==> src/rtl/instr_fetch_pkg.sv <==
// Shared definitions for the instruction fetch unit: FSM state encoding and
// the architectural reset PC.
package instr_fetch_pkg;

   typedef enum logic [1:0] {
      IDLE    = 2'd0,
      REQ     = 2'd1,
      WAIT    = 2'd2,
      DISCARD = 2'd3
   } fetch_state_e;

   localparam logic [31:0] RESET_PC = 32'h0000_0080;

endpackage

==> src/rtl/instr_fetch_fifo.sv <==
// Fetched-instruction buffer: power-of-two depth, push/pop/flush, occupancy count.
// Head data reads as zero while empty so the unreset storage never leaks out.
module fetch_fifo #(
   parameter int unsigned DEPTH = 2,
   parameter int unsigned WIDTH = 64
) (
   input  logic                    i_clk,
   input  logic                    i_resetn,
   input  logic                    i_push,
   input  logic                    i_pop,
   input  logic                    i_flush,
   input  logic [WIDTH-1:0]        i_wdata,
   output logic [WIDTH-1:0]        o_rdata,
   output logic [$clog2(DEPTH):0]  o_count
);

   localparam int unsigned PW = $clog2(DEPTH);
   localparam int unsigned CW = $clog2(DEPTH) + 1;

   logic [WIDTH-1:0] mem [DEPTH];
   logic [PW-1:0]    wr_ptr;
   logic [PW-1:0]    rd_ptr;
   logic             do_push;
   logic             do_pop;

   assign do_push = i_push & ~i_flush;
   assign do_pop  = i_pop & ~i_flush & (o_count != '0);

   always_ff @(posedge i_clk) begin
      if (do_push) begin
         mem[wr_ptr] <= i_wdata;
      end
   end

   always_ff @(posedge i_clk or negedge i_resetn) begin
      if (!i_resetn) begin
         wr_ptr  <= '0;
         rd_ptr  <= '0;
         o_count <= '0;
      end else if (i_flush) begin
         wr_ptr  <= '0;
         rd_ptr  <= '0;
         o_count <= '0;
      end else begin
         if (do_push) begin
            wr_ptr <= wr_ptr + PW'(1);
         end
         if (do_pop) begin
            rd_ptr <= rd_ptr + PW'(1);
         end
         if (do_push && !do_pop) begin
            o_count <= o_count + CW'(1);
         end else if (!do_push && do_pop) begin
            o_count <= o_count - CW'(1);
         end
      end
   end

   assign o_rdata = (o_count != '0) ? mem[rd_ptr] : '0;

endmodule

==> src/rtl/instr_fetch.sv <==
// Instruction fetch unit: single-outstanding memory request FSM feeding a small
// buffer of {pc, instr} entries towards decode, with redirect flush.
module instr_fetch
   import instr_fetch_pkg::*;
#(
   parameter int unsigned FIFO_DEPTH = 2,
   parameter int unsigned ADDR_W     = 32
) (
   input  logic              i_clk,
   input  logic              i_resetn,
   input  logic [ADDR_W-1:0] i_pc,
   output logic              o_pc_we,
   output logic              o_instr_req,
   output logic [ADDR_W-1:0] o_instr_addr,
   input  logic              i_instr_gnt,
   input  logic              i_instr_rvalid,
   input  logic [ADDR_W-1:0] i_instr_rdata,
   input  logic              i_flush,
   output logic              o_if_valid,
   input  logic              i_if_ready,
   output logic [ADDR_W-1:0] o_if_instr,
   output logic [ADDR_W-1:0] o_if_pc
);

   localparam int unsigned CW = $clog2(FIFO_DEPTH) + 1;
   localparam logic [CW-1:0] DEPTH_C  = CW'(FIFO_DEPTH);
   localparam logic [CW-1:0] DEPTH_M1 = CW'(FIFO_DEPTH - 1);

   fetch_state_e        state;
   fetch_state_e        state_nxt;
   logic [ADDR_W-1:0]   pend_pc;
   logic [CW-1:0]       count;
   logic                push;
   logic                pop;
   logic [2*ADDR_W-1:0] head;

   assign o_if_valid = (count != '0);
   assign pop        = o_if_valid & i_if_ready;
   assign o_if_pc    = head[2*ADDR_W-1:ADDR_W];
   assign o_if_instr = head[ADDR_W-1:0];

   always_ff @(posedge i_clk or negedge i_resetn) begin
      if (!i_resetn) begin
         state <= IDLE;
      end else begin
         state <= state_nxt;
      end
   end

   always_ff @(posedge i_clk or negedge i_resetn) begin
      if (!i_resetn) begin
         pend_pc <= '0;
      end else if (o_pc_we) begin
         pend_pc <= i_pc;
      end
   end

   always_comb begin
      state_nxt    = state;
      o_instr_req  = 1'b0;
      o_instr_addr = '0;
      o_pc_we      = 1'b0;
      push         = 1'b0;
      case (state)
         IDLE: begin
            if (!i_flush && (count < DEPTH_C)) begin
               state_nxt = REQ;
            end
         end
         REQ: begin
            o_instr_req  = 1'b1;
            o_instr_addr = {i_pc[ADDR_W-1:2], 2'b00};
            if (i_instr_gnt) begin
               o_pc_we   = ~i_flush;
               state_nxt = i_flush ? DISCARD : WAIT;
            end else if (i_flush) begin
               state_nxt = IDLE;
            end
         end
         WAIT: begin
            if (i_flush) begin
               state_nxt = i_instr_rvalid ? IDLE : DISCARD;
            end else if (i_instr_rvalid) begin
               push = 1'b1;
               // a same-cycle pop frees the slot this push consumes
               state_nxt = (pop || (count < DEPTH_M1)) ? REQ : IDLE;
            end
         end
         DISCARD: begin
            if (i_instr_rvalid) begin
               state_nxt = IDLE;
            end
         end
         default: state_nxt = IDLE;
      endcase
   end

   fetch_fifo #(
      .DEPTH (FIFO_DEPTH),
      .WIDTH (2*ADDR_W)
   ) u_fifo (
      .i_clk    (i_clk),
      .i_resetn (i_resetn),
      .i_push   (push),
      .i_pop    (pop),
      .i_flush  (i_flush),
      .i_wdata  ({pend_pc, i_instr_rdata}),
      .o_rdata  (head),
      .o_count  (count)
   );

endmodule
==> config.mk <==
export PLATFORM = sky130hd
export DESIGN_NAME = instr_fetch
export DESIGN_NICKNAME = d
export VERILOG_FILES = /design/src/rtl/instr_fetch_pkg.sv /design/src/rtl/instr_fetch_fifo.sv /design/src/rtl/instr_fetch.sv
export SDC_FILE = /design/constraint.sdc
export NUM_CORES = 1
export LEC_CHECK = 0
export CAP_MARGIN = 10
export CORE_AREA = 2 2 121 123
export DETAILED_ROUTE_END_ITERATION = 10
export DIE_AREA = 0 0 123 125
export PLACE_DENSITY = 0.82
export SLEW_MARGIN = 10
export SYNTH_ARGS = -nofsm -noshare
export SYNTH_HDL_FRONTEND = slang
export SYNTH_SLANG_ARGS = --single-unit
==> constraint.sdc <==
create_clock -name i_clk -period 6.2 [get_ports i_clk]
set_clock_uncertainty 0.05 [all_clocks]
set_input_delay 1.24 -clock i_clk [delete_from_list [all_inputs] [get_ports i_clk]]
set_output_delay 1.24 -clock i_clk [all_outputs]
set_load 0.01 [all_outputs]
==> implementation parameters <==
Parameter                              Value

Die
  Core area    14200 µm²
  Placement Rows    44
  Die Wd    123 µm
  Starting Density    0.476
  I/O pin count    169
  Die outline height    125 µm
  Area of the die    15400 µm²

Logic synthesis
  Top flip-flop cell by instance count after synthesis    sky130_fd_sc_hd__edfxtp_1
  Synth Register Bits    166
  Library cell occupying the most area in the post-synthesis netlist    sky130_fd_sc_hd__edfxtp_1
  Post-synthesis instance area    6770 µm²
  Cell with the most instances after synthesis    sky130_fd_sc_hd__edfxtp_1
  Portion of synthesized cell area occupied by the leading cell type    0.568
  Count of mapped cells out of synthesis    418
  Sequential fraction of the synthesis area    0.708
  Top post-synthesis cells by count    128 x sky130_fd_sc_hd__edfxtp_1, 68 x sky130_fd_sc_hd__nor2_1, 66 x sky130_fd_sc_hd__mux2i_1, 38 x sky130_fd_sc_hd__dfrtp_1, 31 x sky130_fd_sc_hd__and2_1
  Synth unique cells    36
  Number of warning messages in the yosys log    0
  Ranking of synthesized cells by area    sky130_fd_sc_hd__edfxtp_1 57%, sky130_fd_sc_hd__dfrtp_1 14%, sky130_fd_sc_hd__mux2i_1 9.8%
  Ys async rst share    0.229
  Number of enable flip-flop cells after synthesis    128
  Mean instance size in the synthesized netlist    16.2 µm²

Clocking
  Total clock buffers created by CTS    17
  Library cell used as clock root buffer    sky130_fd_sc_hd__clkbuf_16
  Resized Gates After CTS    0
  Total number of H-tree levels    4
  Clock tree buffer depth    2
  CTS tree    yes
  Number of hold buffers added after CTS    0
  Sink Count    166
  Skew-Pair Late Insertion Delay    0.41 ns
  Post-CTS setup buffer count    0
  Register clock-pin slew on the reported worst setup and hold paths    0.06 ns

Pwr
  Cell Pwr Density    431 nW/µm²
  Worst ir drop on vdd    0.000286 V
  Relative contribution of the clock network to total power    0.240
  Pwr Total    3.91 mW
  Power share of the sequential group    0.413
  Switching pwr    1.14 mW
  Static Leakage    3.16 nW
  Share of total power consumed by net switching    0.292
  Proportion of power drawn by combinational gates    0.347
  Total internal power    2.77 mW

Finish
  Antenna diodes    0
  Sequential cell area    4800 µm²
  Number of filler cells placed in the layout    1046
  Area used by multi-input combinational logic    1820 µm²
  P&R area growth vs syn    34.0%
  Layout cells sized above 1    0.122
  Final #Nets    655

STA
  Worst Tran Pin Value    1.17 ns
  Headroom to the max-slew limit    0.221
  Post-layout minimum cycle time    4.13 ns
  Achievable frequency    0.242 GHz
  Count of endpoints failing hold in the final timing report    0
  Least setup slack across all paths after layout    2.07 ns
  Final slew viol count    0
  Share of the cycle needed by the critical path after routing    0.666
  Setup TNS    0 ns
  Number of failing setup endpoints in the final timing report    0
  RSZ-0062 raised after global routing    no

GRT
  Vias in the first global route    4143
  Initial antenna violation count    0
  First-pass GRT wire length    21.0 mm
  Overflow left after global routing    0
  Pin count of the biggest net entering global routing    66
  All-Layer GR Usage    0.180

Outcome
  Status    complete, no violations

Route
  First-pass iteration count of the detailed router    4
  Number of remaining DRC errors    0
  Number of DRC violations after detailed-routing iteration 0    136
  Post-detailed-routing wire length    13.3 mm
  Detailed-route wire length per cell    17.0 µm
  Number of antenna-violating nets in the routed design    0
  Routed vias/inst    5.05
  Via count    3943

Hold path
  Path class of the lowest-slack min-delay path    flop to flop

Place
  Input/output buffers    166
  Worst slack, placed    2.11 ns
  Routability congestion estimate    0.766
  Total half-perimeter wirelength after legalization and detailed placement    8.32 mm

Flow run
  Number of maximum-capacitance violations    0

Setup path
  WP data required    4.91 ns
  Crit path kind    input pin to output port
  Endpoint arrival time on the critical path    2.84 ns
  Sort of element at the start of the critical path    input pin
  Crit-path max FO    15
  Kind of end point of the critical path    output port
[area by class of cell]
| cell class | instances | area share |
|---|---|---|
| Multi-Input combinational cell | 225 | 0.200 |
| Tap cell | 184 | 0.0254 |
| Clock inverter | 12 | 0.00966 |
| Timing Repair Buffer | 170 | 0.186 |
| Inverter | 4 | 0.00166 |
| Clock buffer | 20 | 0.0481 |
| Sequential cell | 166 | 0.529 |
[power by group through the flow]
stage	combinational (mW)	sequential (mW)	clock, mW
floorplan	0.804	1.53	0
global placement	1.33	1.62	0
detailed placement	1.36	1.64	0
CTS	1.37	1.62	0.960
global route	1.46	1.64	1.01
finish	1.36	1.62	0.938
[sequential cells by signal, summed over array words and instances, names as in the netlist]
register,count
state,2
u_fifo.wr_ptr,1
u_fifo.o_count,2
pend_pc,32
u_fifo.mem,128
u_fifo.rd_ptr,1
[kinds of logic (layout without fill, tap and decap cells)]
family / count (synthesis) / in the layout / synth area share
AO/OA/AOI/OAI: 8 / 8 / 0.00851
adder cells (fa/ha/maj): 1 / 1 / 0.00185
flip-flops: 166 / 166 / 0.708
buffers and inverters: 28 / 206 / 0.0263
multiplexers: 98 / 98 / 0.167
other: 1 / 2 / 0.000554
AND/OR/NAND/NOR: 113 / 113 / 0.0815
XOR/XNOR: 3 / 3 / 0.00592
[worst paths after layout]
check / depth (start not counted) / end / slack [ns] / from
worst max-delay path: 3 / o_pc_we / 2.07 / i_flush
worst min-delay path: 0 / u_fifo.mem[1][54]$_DFFE_PP_ / 0.42 / pend_pc[22]$_DFFE_PN0P_
worst max register to register: 4 / pend_pc[3]$_DFFE_PN0P_ / 3.72 / state[0]$_DFFE_PN0P_
worst min register to register: 0 / u_fifo.mem[1][54]$_DFFE_PP_ / 0.42 / pend_pc[22]$_DFFE_PN0P_
max in group asynchronous: 1 / u_fifo.rd_ptr$_DFFE_PN0P_ / 4.50 / i_resetn
min in group asynchronous: 1 / pend_pc[0]$_DFFE_PN0P_ / 0.92 / i_resetn
[critical path, stage by stage]
cell,delay [ns]
sky130_fd_sc_hd__clkdlybuf4s50_1,0.67
sky130_fd_sc_hd__and3b_2,0.38
sky130_fd_sc_hd__clkdlybuf4s50_1,0.55
[layout by cell type, fill, tap and decap left out, types with 2 or more instances in the layout]
master,instances
sky130_fd_sc_hd__clkbuf_1,3
sky130_fd_sc_hd__clkbuf_16,17
sky130_fd_sc_hd__and2_1,30
sky130_fd_sc_hd__mux2_4,29
sky130_fd_sc_hd__nor2_1,68
sky130_fd_sc_hd__dfrtp_1,37
sky130_fd_sc_hd__mux2i_1,66
sky130_fd_sc_hd__conb_1,2
sky130_fd_sc_hd__buf_4,4
sky130_fd_sc_hd__inv_1,4
sky130_fd_sc_hd__nor3_1,3
sky130_fd_sc_hd__mux2_2,3
sky130_fd_sc_hd__clkinv_2,10
sky130_fd_sc_hd__clkdlybuf4s50_1,165
sky130_fd_sc_hd__nor2b_1,2
sky130_fd_sc_hd__edfxtp_1,128
[layer usage]
metal / global-route usage / vias up / share of wire
met5: 0 / - / 0
met4: 0.0695 / 0 / 0.022
met3: 0.0543 / 23 / 0.064
met2: 0.308 / 142 / 0.51
met1: 0.211 / 1938 / 0.41
li1: - / 1840 / -
[through the flow]
stage               instance area (µm²)  instances  hold slack (ns)   util
finish                             9070        781            0.424  0.639
global route                       9070        781            0.437  0.639
CTS                                9070        781            0.425  0.639
detailed placement                 8550        749            0.409  0.602
global placement                   8550        749            0.398  0.602
floorplan                          6780        419            0.388      -
Power figures use the tool's default switching activity.
